`src/rtl/ch_stream_serializer_if.sv`:
```
// Stream bundle for ch_stream_serializer: a wide valid/ready input and a narrow valid/ready/last output.
// The master modport is the side that drives words in and accepts beats; slave is the serializer.
interface ch_stream_serializer_if #(
    parameter int IN_WIDTH  = 16,
    parameter int OUT_WIDTH = 4
);
  logic                 io_in_valid;
  logic [IN_WIDTH-1:0]  io_in_data;
  logic                 io_in_ready;
  logic                 io_out_valid;
  logic [OUT_WIDTH-1:0] io_out_data;
  logic                 io_out_ready;
  logic                 io_out_last;
  logic                 io_busy;

  modport master (
    output io_in_valid, io_in_data, io_out_ready,
    input  io_in_ready, io_out_valid, io_out_data, io_out_last, io_busy
  );

  modport slave (
    input  io_in_valid, io_in_data, io_out_ready,
    output io_in_ready, io_out_valid, io_out_data, io_out_last, io_busy
  );
endinterface

```
`src/rtl/ch_stream_serializer.sv`:
```
// Wide-to-narrow stream serializer: one IN_WIDTH word becomes IN_WIDTH/OUT_WIDTH beats, LSB slice first.
// Define CH_SERIALIZER_PARITY_EN to append an XOR-of-slices parity beat after each word.
module ch_stream_serializer #(
    parameter int IN_WIDTH  = 16,
    parameter int OUT_WIDTH = 4
) (
    input  logic                   clk,
    input  logic                   reset,
    ch_stream_serializer_if.slave  io
);
  // IN_WIDTH must be a multiple of OUT_WIDTH, giving RATIO >= 2.
  localparam int RATIO = IN_WIDTH / OUT_WIDTH;
  localparam int IDX_W = $clog2(RATIO + 1);
`ifdef CH_SERIALIZER_PARITY_EN
  localparam int LAST_BEAT = RATIO;
`else
  localparam int LAST_BEAT = RATIO - 1;
`endif
  localparam logic [IDX_W-1:0] LAST_IDX = IDX_W'(LAST_BEAT);

  localparam logic [0:0] ST_IDLE = 1'b0;
  localparam logic [0:0] ST_SEND = 1'b1;

  logic [0:0]          state_reg, state_next;
  logic [IDX_W-1:0]    idx_reg, idx_next;
  logic [IN_WIDTH-1:0] shreg_reg, shreg_next;

  logic in_fire;
  logic out_fire;
  logic out_last;
  logic sending;

  assign sending  = (state_reg == ST_SEND);
  assign out_last = sending && (idx_reg == LAST_IDX);
  assign out_fire = sending && io.io_out_ready;
  assign in_fire  = io.io_in_valid && io.io_in_ready;

  // io_in_ready depends combinationally on io_out_ready so a new word can load on the final beat.
  assign io.io_in_ready  = !reset && (!sending || (out_last && io.io_out_ready));
  assign io.io_out_valid = sending;
  assign io.io_out_last  = out_last;
  assign io.io_busy      = sending;

`ifdef CH_SERIALIZER_PARITY_EN
  logic [OUT_WIDTH-1:0] parity_reg, parity_next;
  logic [OUT_WIDTH-1:0] parity_calc;
  logic [OUT_WIDTH-1:0] in_slice [RATIO];

  for (genvar gi = 0; gi < RATIO; gi++) begin : g_slice
    assign in_slice[gi] = io.io_in_data[gi*OUT_WIDTH +: OUT_WIDTH];
  end

  always_comb begin
    parity_calc = '0;
    for (int i = 0; i < RATIO; i++) begin
      parity_calc = parity_calc ^ in_slice[i];
    end
  end

  assign io.io_out_data = !sending ? '0 :
                          (idx_reg == LAST_IDX) ? parity_reg : shreg_reg[OUT_WIDTH-1:0];
`else
  assign io.io_out_data = sending ? shreg_reg[OUT_WIDTH-1:0] : '0;
`endif

  always_comb begin
    state_next = state_reg;
    idx_next   = idx_reg;
    shreg_next = shreg_reg;
`ifdef CH_SERIALIZER_PARITY_EN
    parity_next = parity_reg;
`endif
    if (in_fire) begin
      // Covers both the IDLE accept and the back-to-back reload on the final beat.
      state_next = ST_SEND;
      idx_next   = '0;
      shreg_next = io.io_in_data;
`ifdef CH_SERIALIZER_PARITY_EN
      parity_next = parity_calc;
`endif
    end else if (out_fire) begin
      if (out_last) begin
        state_next = ST_IDLE;
        idx_next   = '0;
      end else begin
        shreg_next = shreg_reg >> OUT_WIDTH;
        idx_next   = idx_reg + IDX_W'(1);
      end
    end
  end

  always_ff @(posedge clk) begin
    if (reset) begin
      state_reg <= ST_IDLE;
      idx_reg   <= '0;
      shreg_reg <= '0;
`ifdef CH_SERIALIZER_PARITY_EN
      parity_reg <= '0;
`endif
    end else begin
      state_reg <= state_next;
      idx_reg   <= idx_next;
      shreg_reg <= shreg_next;
`ifdef CH_SERIALIZER_PARITY_EN
      parity_reg <= parity_next;
`endif
    end
  end
endmodule

```
`src/flat_wrapper.sv`:
```
// flat-port wrapper written by rule: the top's interface ports become plain ports
module ch_stream_serializer_flat 
#(
    parameter int IN_WIDTH  = 16,
    parameter int OUT_WIDTH = 4
)
  (clk, reset, io_io_in_valid, io_io_in_data, io_io_out_ready, io_io_in_ready, io_io_out_valid, io_io_out_data, io_io_out_last, io_io_busy);
  ch_stream_serializer_if #(.IN_WIDTH(IN_WIDTH), .OUT_WIDTH(OUT_WIDTH)) io_i ();
  input  logic clk;
  input  logic reset;
  input wire logic [$bits(io_i.io_in_valid)-1:0] io_io_in_valid;
  input wire logic [$bits(io_i.io_in_data)-1:0] io_io_in_data;
  input wire logic [$bits(io_i.io_out_ready)-1:0] io_io_out_ready;
  output wire logic [$bits(io_i.io_in_ready)-1:0] io_io_in_ready;
  output wire logic [$bits(io_i.io_out_valid)-1:0] io_io_out_valid;
  output wire logic [$bits(io_i.io_out_data)-1:0] io_io_out_data;
  output wire logic [$bits(io_i.io_out_last)-1:0] io_io_out_last;
  output wire logic [$bits(io_i.io_busy)-1:0] io_io_busy;
  assign io_i.io_in_valid = io_io_in_valid;
  assign io_i.io_in_data = io_io_in_data;
  assign io_i.io_out_ready = io_io_out_ready;
  assign io_io_in_ready = io_i.io_in_ready;
  assign io_io_out_valid = io_i.io_out_valid;
  assign io_io_out_data = io_i.io_out_data;
  assign io_io_out_last = io_i.io_out_last;
  assign io_io_busy = io_i.io_busy;
  ch_stream_serializer #(.IN_WIDTH(IN_WIDTH), .OUT_WIDTH(OUT_WIDTH)) u_core (.clk(clk), .reset(reset), .io(io_i));
endmodule
```
`config.mk`:
```
export PLATFORM = sky130hd
export DESIGN_NAME = ch_stream_serializer_flat
export DESIGN_NICKNAME = d
export VERILOG_FILES = /design/src/rtl/ch_stream_serializer_if.sv /design/src/rtl/ch_stream_serializer.sv /design/src/flat_wrapper.sv
export SDC_FILE = /design/constraint.sdc
export NUM_CORES = 1
export LEC_CHECK = 0
export CORE_AREA = 4 4 52 59
export DETAILED_ROUTE_END_ITERATION = 10
export DIE_AREA = 0 0 56 63
export GPL_TIMING_DRIVEN = 0
export PLACE_DENSITY = 0.81
export SLEW_MARGIN = 20
export SYNTH_ARGS = -nofsm -noshare
export SYNTH_HDL_FRONTEND = slang
export SYNTH_SLANG_ARGS = --single-unit
```
`constraint.sdc`:
```
create_clock -name clk -period 1.5 [get_ports clk]
set_clock_uncertainty 0.05 [all_clocks]
set_input_delay 0.3 -clock clk [delete_from_list [all_inputs] [get_ports clk]]
set_output_delay 0.3 -clock clk [all_outputs]
set_load 0.01 [all_outputs]
```
Yosys cells after proc, flatten, opt, wreduce, memory -nomap -nowiden --
Index checks and enable logic that the tools add are counted.
Operators by class: add/sub/neg operators 1, $lt $le $gt $ge 0, shift operators 0, eq/ne operators 2, multiply operators 0, bitwise gates (word level) 0, reductions and logical operators 13, divide/modulo/power cells 0, multiplexer cells 8
Operator list (number):
- $mux 16 | 3
- $logic_and 1x1->1 | 5
- $mux 4 | 1
- $reduce_and 2->1 | 2
- $reduce_bool 2->1 | 2
- $add 3x1->3 const B | 1
- $eq 3x2->1 const B | 1
- $mux 1 | 3
- $mux 3 | 1
- $logic_not 1->1 | 2
- $ne 2x1->1 const B | 1
- $reduce_or 2->1 | 1
- $logic_or 1x1->1 | 1
Storage, ports and cells: register bits after elaboration 20, bits in read-only memories 0, memory bits (writable) 0, bits in latches 0, memories 0

Longest topological paths before layout --
Gate-level depths: netlist of the first run.
depth in word-level cells 8, gate-level depth with buffers 6, depth with buffers taken out 5

Worst setup path before layout of the first run --
No wires, ideal clock.
path kind register to register, start point register u_core.idx_reg[0], end point register u_core.shreg_reg[2], cell stages (with the launch flop) 7, required time 1.364 ns, arrival 1.313 ns, path slack 0.050 ns, cell sequence dfxtp_1 > ha_1 > and2b_1 > nor2_2 > buf_4 > a21oi_1 > a221oi_2
Between the ends: word-level cells in the longest chain between the ends 8, elaborated cells on any way between the ends 10, those cells by class 2 x eq/ne; 1 x mux; 7 x reduce/logical
RTL lines:
- start, declared | line ch_stream_serializer.sv:25 | logic [IDX_W-1:0] idx_reg, idx_next;
- start signal, assigned | line ch_stream_serializer.sv:102 | idx_reg <= idx_next;
- $eq 3x2->1 * | line ch_stream_serializer.sv:34 | assign out_last = sending && (idx_reg == LAST_IDX);
- $logic_and 1x1->1 * | line ch_stream_serializer.sv:34
- $logic_and 1x1->1 | line ch_stream_serializer.sv:39 | assign io.io_in_ready = !reset && (!sending || (out_last && io.io_out_ready));
- $logic_or 1x1->1 | line ch_stream_serializer.sv:39
- $logic_and 1x1->1 | line ch_stream_serializer.sv:39
- $logic_and 1x1->1 | line ch_stream_serializer.sv:36 | assign in_fire = io.io_in_valid && io.io_in_ready;
- $ne 2x1->1 (no line) or $reduce_bool 2->1 (tied branches)
- $reduce_and 2->1 (no line)
- end signal, assigned | line ch_stream_serializer.sv:103 | shreg_reg <= shreg_next;
- end, declared | line ch_stream_serializer.sv:26 | logic [IN_WIDTH-1:0] shreg_reg, shreg_next;
Mark *: on every way between the ends. The rest lies on a longest branch, timed or not. A chain may end at the register's enable or synchronous reset.

Final worst setup path of the first run --
start point register u_core.idx_reg[1], end point output port io_io_in_ready
Between the ends: word-level cells in the longest chain between the ends 5
RTL lines:
- $eq 3x2->1 | line ch_stream_serializer.sv:34
- $logic_and 1x1->1 | line ch_stream_serializer.sv:34
- $logic_and 1x1->1 | line ch_stream_serializer.sv:39
- $logic_or 1x1->1 | line ch_stream_serializer.sv:39
- $logic_and 1x1->1 | line ch_stream_serializer.sv:39
- end, declared | line flat_wrapper.sv:14 | output wire logic [$bits(io_i.io_in_ready)-1:0] io_io_in_ready;
Every way passes these cells.

==> impl_metrics.csv, run 1 <==
group,metric,value,unit
clocking,clk-insertion-delay-late,0.30,ns
grt,grt_pass1_vias,941,
layout,drive_above_1_share,0.425,
sta,slew_headroom,0.614,
place,pre_cts_slack,-0.613,ns
synthesis,async_reset_ff_frac,0,
route,drtIter0Drc,39,
outcome,status,"finished with violations",
layout,utilization,0.617,
synthesis,yosysSeqAreaShare,0.412,
clocking,cts_hold_buffers,0,
sta,tightest_slew,0.578,ns
synthesis,synth_cells,109,
sta,rsz0062_at_grt,"true",
clocking,cts_tree,"done",
floorplanning,die_height,63,um
grt,antenna_found_initial,0,
synthesis,ys_ff_latch,20,
pwr,p_comb_frac,0.244,
hold_path,worst_hold_path_type,"reg -> reg",
sta,worst_hold_slack,0.429,ns
floorplanning,die-width,56,um
clocking,cts_buffers,3,
sta,setup_viol,14,
clocking,cts_root_buffer,"clkbuf_4",
layout,multi_input_area,568,um^2
place,placed_cell_area,1270,um^2
clocking,cts.clk_slew.worst_paths,0.12,ns
sta,hold_viol_final,0,
sta,setup_ws,-0.212,ns
layout,regArea,404,um^2
layout,largest_register_ffs,16,
floorplanning,die_area,3530,um^2
route,firstDrtPassIters,4,
pwr,internal-power,877,uW
floorplanning,core,2470,um^2
setup_path,required,1.15,ns
floorplanning,placementRows,19,
pwr,p_leak,0.652,nW
synthesis,syn_area,971,um^2
pwr,irDropWorstVdd,0.000820,V
pwr,powerDensity,796,nW/um^2
synthesis,synth_nets,130,
setup_path,crit_fanout,3,
layout,final_area,1530,um^2
clocking,h-tree-depth,1,
synthesis,ys_warn_count,0,
sta,period_needed,1.71,ns
route,drtAntennaViolNets,0,
grt,grt_max_degree,12,
pwr,swShare,0.279,
clocking,clockBufferDepth,2,
route,wl_per_cell,15.2,um
layout,final_nets,175,
route,vias,979,
pwr,power_frac_seq,0.487,
route,vias_per_cell,5.32,
setup_path,arrival,1.36,ns
sta,max_freq,0.584,GHz
layout,nFillCells,211,
grt,grt_pass1_wl,4130,um
synthesis,synth_cell_types,28,
grt,grt_util_all_layers,0.146,
layout,diodes,0,
place,portBuffers,26,
setup_path,crit_path_end_kind,"output pin",
flow_run,drv_cap,0,
floorplanning,initial_core_util,0.393,
route,drt-total-wl,2800,um
synthesis,synth_flop_cell,"dfxtp_1",
setup_path,start_kind,"flip-flop",
synthesis,synth-edff-count,0,
layout,syn_to_final_growth,57.2,%
floorplanning,io_pins,28,
clocking,clock_sinks,20,
grt,gr-total-overflow,0,
outcome,violations,"setup timing",
route,drc,0,
sta,final_max_slew_viol_count,0,
place,gp_congestion,0.773,
synthesis,syn_avg_cell_area,8.91,um^2
place,hpwl,1660,um
setup_path,critical_path_class,"reg -> out",
sta,fin_crit_sh,1.14,
pwr,netSwitchingPower,339,uW
pwr,p_clk_frac,0.269,
[cells by family after synthesis]
kind of cell    synth area share
fa+ha+maj                 0.0129
buf+inv                   0.0966
simple gates               0.179
compound gates             0.287
flops                      0.412
mux                       0.0116
[what timing repair did]
item | 4_1_cts | 5_1_grt
endpoints found under the setup margin | 22 | 24
cloned | 1 | 0
pin swaps | 7 | 4
buffers inserted | 8 | 6
resized for setup | 54 | 21
[worst paths after layout]
kind                             from                  end  slack, ns  depth (start not counted)
setup / recovery    u_core.idx_reg[1]       io_io_in_ready      -0.21                          5
hold / removal    u_core.shreg_reg[1]  u_core.shreg_reg[1]       0.43                          2
setup reg to reg    u_core.idx_reg[1]  u_core.shreg_reg[5]      -0.09                          8
hold reg to reg   u_core.shreg_reg[1]  u_core.shreg_reg[1]       0.43                          2
[cell type report]
type / instances / share of cell area
Multi-Input combinational cell: 69 / 0.372
Clock buffer: 4 / 0.0238
Timing Repair Buffer: 41 / 0.244
Tap cell: 31 / 0.0254
Inverter: 12 / 0.0295
Buffer: 7 / 0.0402
Sequential cell: 20 / 0.265
[cells in the mapped netlist (3+ instances only)]
cell,n,area share
and2_1,5,0.032
buf_2,3,0.015
inv_1,12,0.046
a22o_1,4,0.036
nand2_1,13,0.050
a21oi_1,14,0.072
a221oi_2,5,0.077
nor2_1,3,0.012
nor3_1,3,0.015
dfxtp_1,20,0.41
a221oi_1,6,0.054
[placed cells by master, fill, tap and decap left out, types with 2 or more instances in the layout]
cell type / synthesis / routed
nor2_1: 3 / 3
and2b_2: 0 / 2
inv_1: 12 / 12
a221oi_2: 5 / 10
clkbuf_4: 0 / 3
dlygate4sd2_1: 0 / 2
buf_4: 2 / 12
clkdlybuf4s50_1: 0 / 17
and2_4: 0 / 3
nand3_1: 2 / 2
a21oi_1: 14 / 9
a22o_1: 4 / 4
dfxtp_1: 20 / 17
a21oi_2: 0 / 5
and2_1: 5 / 2
nand2_2: 0 / 4
dfxtp_2: 0 / 3
nor3_1: 3 / 3
nand2b_1: 2 / 2
buf_6: 1 / 10
nand2_1: 13 / 9
buf_2: 3 / 4
[worst max-delay path, cell delays in order (launching register included)]
cell and delay (ns):
dfxtp_2 0.36, ha_4 0.15, and2b_2 0.21, a21boi_2 0.14, nor2_1 0.05, buf_2 0.15
[power by group through the flow]
stage / Sequential [mW] / Combinational [mW] / Clock (mW)
floorplan: 0.593 / 0.128 / 0
global placement: 0.596 / 0.216 / 0
detailed placement: 0.598 / 0.223 / 0
CTS: 0.586 / 0.254 / 0.320
global route: 0.594 / 0.318 / 0.357
finish: 0.591 / 0.297 / 0.327
[routing by layer]
| layer | GRT usage | share of wire |
|---|---|---|
| met2 | 0.243 | 0.48 |
| met5 | 0 | 0 |
| met3 | 0.0351 | 0.064 |
| met1 | 0.175 | 0.45 |
| met4 | 0.0682 | 0.0093 |
[stage by stage]
stage	setup TNS, ns	instances	total power [mW]
floorplan	0	109	0.721
global placement	-6.60	166	0.812
detailed placement	-7.40	166	0.820
CTS	-0.760	179	1.16
global route	-2.54	184	1.27
finish	-1.19	184	1.22
No activity file was read; power rests on OpenSTA's default activity.
==> run 2: changes to the inputs <==
- CORE_AREA: 4 4 52 59 -> 4 4 46 48
- DIE_AREA: 0 0 56 63 -> 0 0 50 52
- DONT_BUFFER_PORTS: unset -> 1
- PLACE_DENSITY: 0.81 -> 0.83
- clock period: 1.5 -> 1.92 ns (I/O delays scaled with it)
==> impl_metrics.csv, run 2 (synthesized netlist as in run 1, its figures left out) <==
group,metric,value,unit
outcome,status,"finished clean",
pwr,p_leak,0.437,nW
grt,antenna_found_initial,0,
layout,final_area,1040,um^2
setup_path,r2r_start,"u_core.idx_reg[0]",
setup_path,critical_path_class,"reg -> out",
setup_path,arrival,1.42,ns
clocking,h-tree-depth,1,
floorplanning,core,1710,um^2
pwr,power_frac_seq,0.558,
sta,hold_viol_final,0,
pwr,netSwitchingPower,212,uW
layout,layout_commonest_cell,"dfxtp_1",
route,drtIter0Drc,22,
setup_path,ff2ff_path_depth,6,
setup_path,crit_start,"u_core.idx_reg[0]",
grt,grtUsageMet2,0.248,
route,drc,0,
clocking,cts_setup_buffers,0,
hold_path,worst_hold_path_type,"in -> reg",
place,hpwl,1500,um
sta,fin_crit_sh,0.964,
hold_path,worstHoldEndpoint,"u_core.io.io_busy",
pwr,p_comb_frac,0.148,
route,vias_per_cell,5.71,
hold_path,min_path_cells,2,
pwr,swShare,0.259,
route,wl_per_cell,14.6,um
floorplanning,die_height,52,um
layout,final_cell_mix,"20 x dfxtp_1, 14 x a21oi_1, 13 x nand2_1, 12 x inv_1, 6 x a221oi_1",
sta,final_max_slew_viol_count,0,
layout,utilization,0.612,
floorplanning,die_area,2600,um^2
setup_path,start_kind,"flip-flop",
grt,grt_pass1_vias,723,
setup_path,r2r-end,"u_core.shreg_reg[6]",
grt,grt_use_met1,0.207,
floorplanning,io_pins,28,
sta,tightest_slew,0.607,ns
floorplanning,placementRows,15,
pwr,irDropWorstVdd,0.000615,V
route,vias,788,
setup_path,crit_path_end_kind,"output pin",
setup_path,rrSetupSlack,0.25,ns
place,gp_congestion,0.711,
pwr,p_clk_frac,0.294,
layout,drive_above_1_share,0.186,
place,placed_cell_area,1000,um^2
hold_path,hold_start,"io_io_in_valid",
sta,rsz0062_at_grt,"false",
sta,period_needed,1.85,ns
setup_path,required,1.49,ns
layout,syn_to_final_growth,7.60,%
floorplanning,initial_core_util,0.568,
route,firstDrtPassIters,5,
clocking,clockBufferDepth,2,
setup_path,crit_fanout,4,
grt,grt-busiest-layer,"met2",
layout,nFillCells,155,
grt,grt_util_all_layers,0.164,
sta,max_freq,0.540,GHz
clocking,cts_root_buffer,"clkbuf_4",
layout,diodes,0,
grt,use_met3,0.0372,
flow_run,drv_cap,0,
sta,worst_hold_slack,0.151,ns
layout,final_nets,135,
grt,gr-total-overflow,0,
pwr,internal-power,609,uW
route,drtAntennaViolNets,0,
grt,grt_pass1_wl,3240,um
floorplanning,die-width,50,um
sta,slew_headroom,0.595,
clocking,cts_hold_buffers,0,
pwr,powerDensity,786,nW/um^2
clocking,cts_buffers,3,
clocking,cts_tree,"done",
route,drt-total-wl,2010,um
clocking,cts.clk_slew.worst_paths,0.11,ns
clocking,clk-insertion-delay-late,0.30,ns
clocking,clock_sinks,20,
place,portBuffers,0,
sta,fin_setup_tns,0,ns
grt,grt_max_degree,12,
layout,largest_register_ffs,16,
sta,setup_viol,0,
-- run 2: changes by cell type in the layout (fill, tap and decap cells not counted), sizes merged --
| cell | before | now |
|---|---|---|
| buf | 27 | 7 |
| clkdlybuf4s50 | 17 | 0 |
| dlygate4sd2 | 2 | 0 |
| clkbuf | 6 | 5 |
-- run 2: critical path: stages, from the launching register on --
cell and delay (ns):
dfxtp_1 0.38, ha_1 0.26, and2b_1 0.24, a21boi_2 0.09, nor2_2 0.15
-- run 2: worst max-delay path by stage --
stage	to	slack [ns]	cells after the start
after global placement	io_io_in_ready	0.08	3
after detailed placement	io_io_in_ready	0.09	3
final	io_io_in_ready	0.07	4
after floorplan	io_io_in_ready	0.35	3
after CTS	io_io_in_ready	0.009	4
after global routing	io_io_in_ready	0.003	4
-- run 2: layout make-up --
class	instances	area, um^2	share of cell area
multi-input combinational	69	483	0.462
sequential	20	400	0.383
buffer	8	48.8	0.0467
inverter	12	45.0	0.0431
clock buffer	4	36.3	0.0347
tap	25	31.3	0.0299
-- run 2: per-stage QoR --
stage	total power, mW	cells	worst slack (ns)
finish	0.821	138	0.0693
floorplan	0.563	109	0.345
detailed placement	0.588	134	0.0861
global placement	0.582	134	0.0782
global route	0.862	138	0.00348
CTS	0.826	138	0.00883
-- run 2: what timing repair did --
item,CTS,global route
setup endpoints to repair,1,1
cloned,0,0
resized for setup,1,2
-- run 2: power groups by stage --
stage	clock (mW)	combinational [mW]	sequential, mW
floorplan	0	0.0996	0.464
detailed placement	0	0.120	0.468
CTS	0.247	0.121	0.458
finish	0.241	0.121	0.458
global route	0.267	0.134	0.461
global placement	0	0.116	0.466
-- run 2: metal layers --
metal  share of wire  vias up  wire (um)
met5               0        -          0
met4          0.0084        0         17
met3           0.033        3         66
met2            0.50       23        999
met1            0.46      371        931
li1                -      391          -
==> run 3: changes to the inputs <==
- REMOVE_ABC_BUFFERS: unset -> 1
- SKIP_LAST_GASP: unset -> 1
==> impl_metrics.csv, run 3 (synthesized netlist as in run 1, its figures left out) <==
group,metric,value,unit
clocking,h-tree-depth,1,
setup_path,start_kind,"flip-flop",
pwr,irDropWorstVdd,0.000517,V
clocking,clk-insertion-delay-late,0.30,ns
sta,max_freq,0.540,GHz
route,drc,0,
sta,fin_setup_tns,0,ns
layout,final_area,988,um^2
clocking,cts_buffers,3,
outcome,status,"finished clean",
sta,fin_crit_sh,0.964,
grt,grt_use_met1,0.166,
sta,period_needed,1.85,ns
grt,grt_util_all_layers,0.152,
place,placed_cell_area,953,um^2
grt,antenna_found_initial,0,
flow_run,drv_cap,0,
grt,grt_max_degree,28,
place,hpwl,1290,um
clocking,clock_sinks,20,
sta,setup_viol,0,
sta,rsz0062_at_grt,"true",
grt,grtUsageMet2,0.267,
clocking,cts.clk_slew.worst_paths,0.10,ns
route,drtAntennaViolNets,0,
route,firstDrtPassIters,4,
setup_path,arrival,1.42,ns
floorplanning,io_pins,28,
grt,use_met3,0.0458,
layout,largest_register_ffs,16,
layout,final_cell_mix,"19 x dfxtp_1, 14 x a21oi_1, 13 x nand2_1, 12 x inv_1, 6 x a221oi_1",
clocking,ctsResizeCount,0,
pwr,powerDensity,764,nW/um^2
route,wl_per_cell,14.4,um
floorplanning,placementRows,15,
floorplanning,core,1710,um^2
layout,final_nets,128,
sta,worst_hold_slack,0.0854,ns
grt,grt_pass1_wl,3000,um
grt,grt_pass1_vias,717,
clocking,cts_setup_buffers,0,
setup_path,critical_path_class,"reg -> out",
layout,nFillCells,165,
pwr,p_leak,0.401,nW
sta,hold_viol_final,0,
layout,layout_commonest_cell,"dfxtp_1",
hold_path,worst_hold_path_type,"in -> reg",
setup_path,max_stage_delay,0.34,ns
floorplanning,initial_core_util,0.568,
clocking,clockBufferDepth,2,
sta,tightest_slew,0.673,ns
setup_path,crit_fanout,4,
setup_path,required,1.49,ns
clocking,cts_root_buffer,"clkbuf_4",
sta,final_max_slew_viol_count,0,
layout,syn_to_final_growth,1.80,%
layout,diodes,0,
sta,slew_headroom,0.551,
route,drt-total-wl,1870,um
layout,drive_above_1_share,0.143,
floorplanning,die_height,52,um
layout,multi_input_area,488,um^2
route,vias,758,
place,portBuffers,0,
setup_path,cp_top_family,"flip-flops",
setup_path,cp_slowest_cell,"dfxtp_1",
layout,stdcell_count,130,
route,drtIter0Drc,5,
place,dp_cells,126,
route,vias_per_cell,5.83,
setup_path,path_cells,"ha_1 -> and2b_1 -> a21boi_1 -> nor2_2",
setup_path,critPathBufInv,0,
place,gp_congestion,0.710,
layout,regArea,402,um^2
setup_path,crit_path_end_kind,"output pin",
grt,grt-busiest-layer,"met2",
floorplanning,die-width,50,um
floorplanning,die_area,2600,um^2
clocking,cts_tree,"done",
clocking,cts_hold_buffers,0,
grt,gr-total-overflow,0,
-- run 3: cell types whose count changed in the layout (fill, tap and decap cells not counted) --
cell / change
clkbuf_8: -1
a21boi_2: -1
buf_2: -3
a21boi_1: +1
buf_4: -2
buf_6: -1
dfxtp_1: -1
dfxtp_2: +1
clkbuf_1: -1
buf_1: -1
o21ai_2: +1
-- run 3: per-stage QoR --
step / total power [mW] / util / worst slack [ns]
final: 0.755 / 0.579 / 0.0690
after global routing: 0.791 / 0.579 / -0.0223
after CTS: 0.760 / 0.571 / 0.000482
after detailed placement: 0.566 / 0.558 / 0.0761
after global placement: 0.562 / 0.558 / 0.0804
after floorplan: 0.548 / - / 0.346
-- run 3: final timing paths --
| kind | from | end | slack (ns) | cells after the start |
|---|---|---|---|---|
| worst min-delay path | reset | u_core.shreg_reg[0] | 0.09 | 1 |
| worst max-delay path | u_core.idx_reg[0] | io_io_in_ready | 0.07 | 4 |
| worst min register to register | u_core.shreg_reg[14] | u_core.shreg_reg[10] | 0.42 | 2 |
| worst max register to register | u_core.idx_reg[0] | u_core.shreg_reg[4] | 0.12 | 5 |
-- run 3: worst reg2reg max path: stages, from the launching register on --
cell      delay [ns]
dfxtp_1         0.34
ha_1            0.26
nand2b_4        0.12
nand3_1         0.36
mux2_2          0.41
o21a_1          0.17
-- run 3: metal layers --
| layer | vias to the layer above | part of all wire |
|---|---|---|
| met4 | 0 | 0.014 |
| met3 | 5 | 0.056 |
| met2 | 24 | 0.50 |
| li1 | 374 | - |
| met1 | 355 | 0.43 |
| met5 | - | 0 |
-- run 3: power by group --
part	switching, mW	internal (mW)
sequential	0.0192	0.443
combinational	0.0567	0.0414
clock	0.121	0.0732
-- run 3: final cells by class --
| type | count | area share |
|---|---|---|
| Multi-Input combinational cell | 70 | 0.494 |
| Sequential cell | 20 | 0.406 |
| Inverter | 12 | 0.0456 |
| Tap cell | 25 | 0.0316 |
| Clock buffer | 3 | 0.0228 |
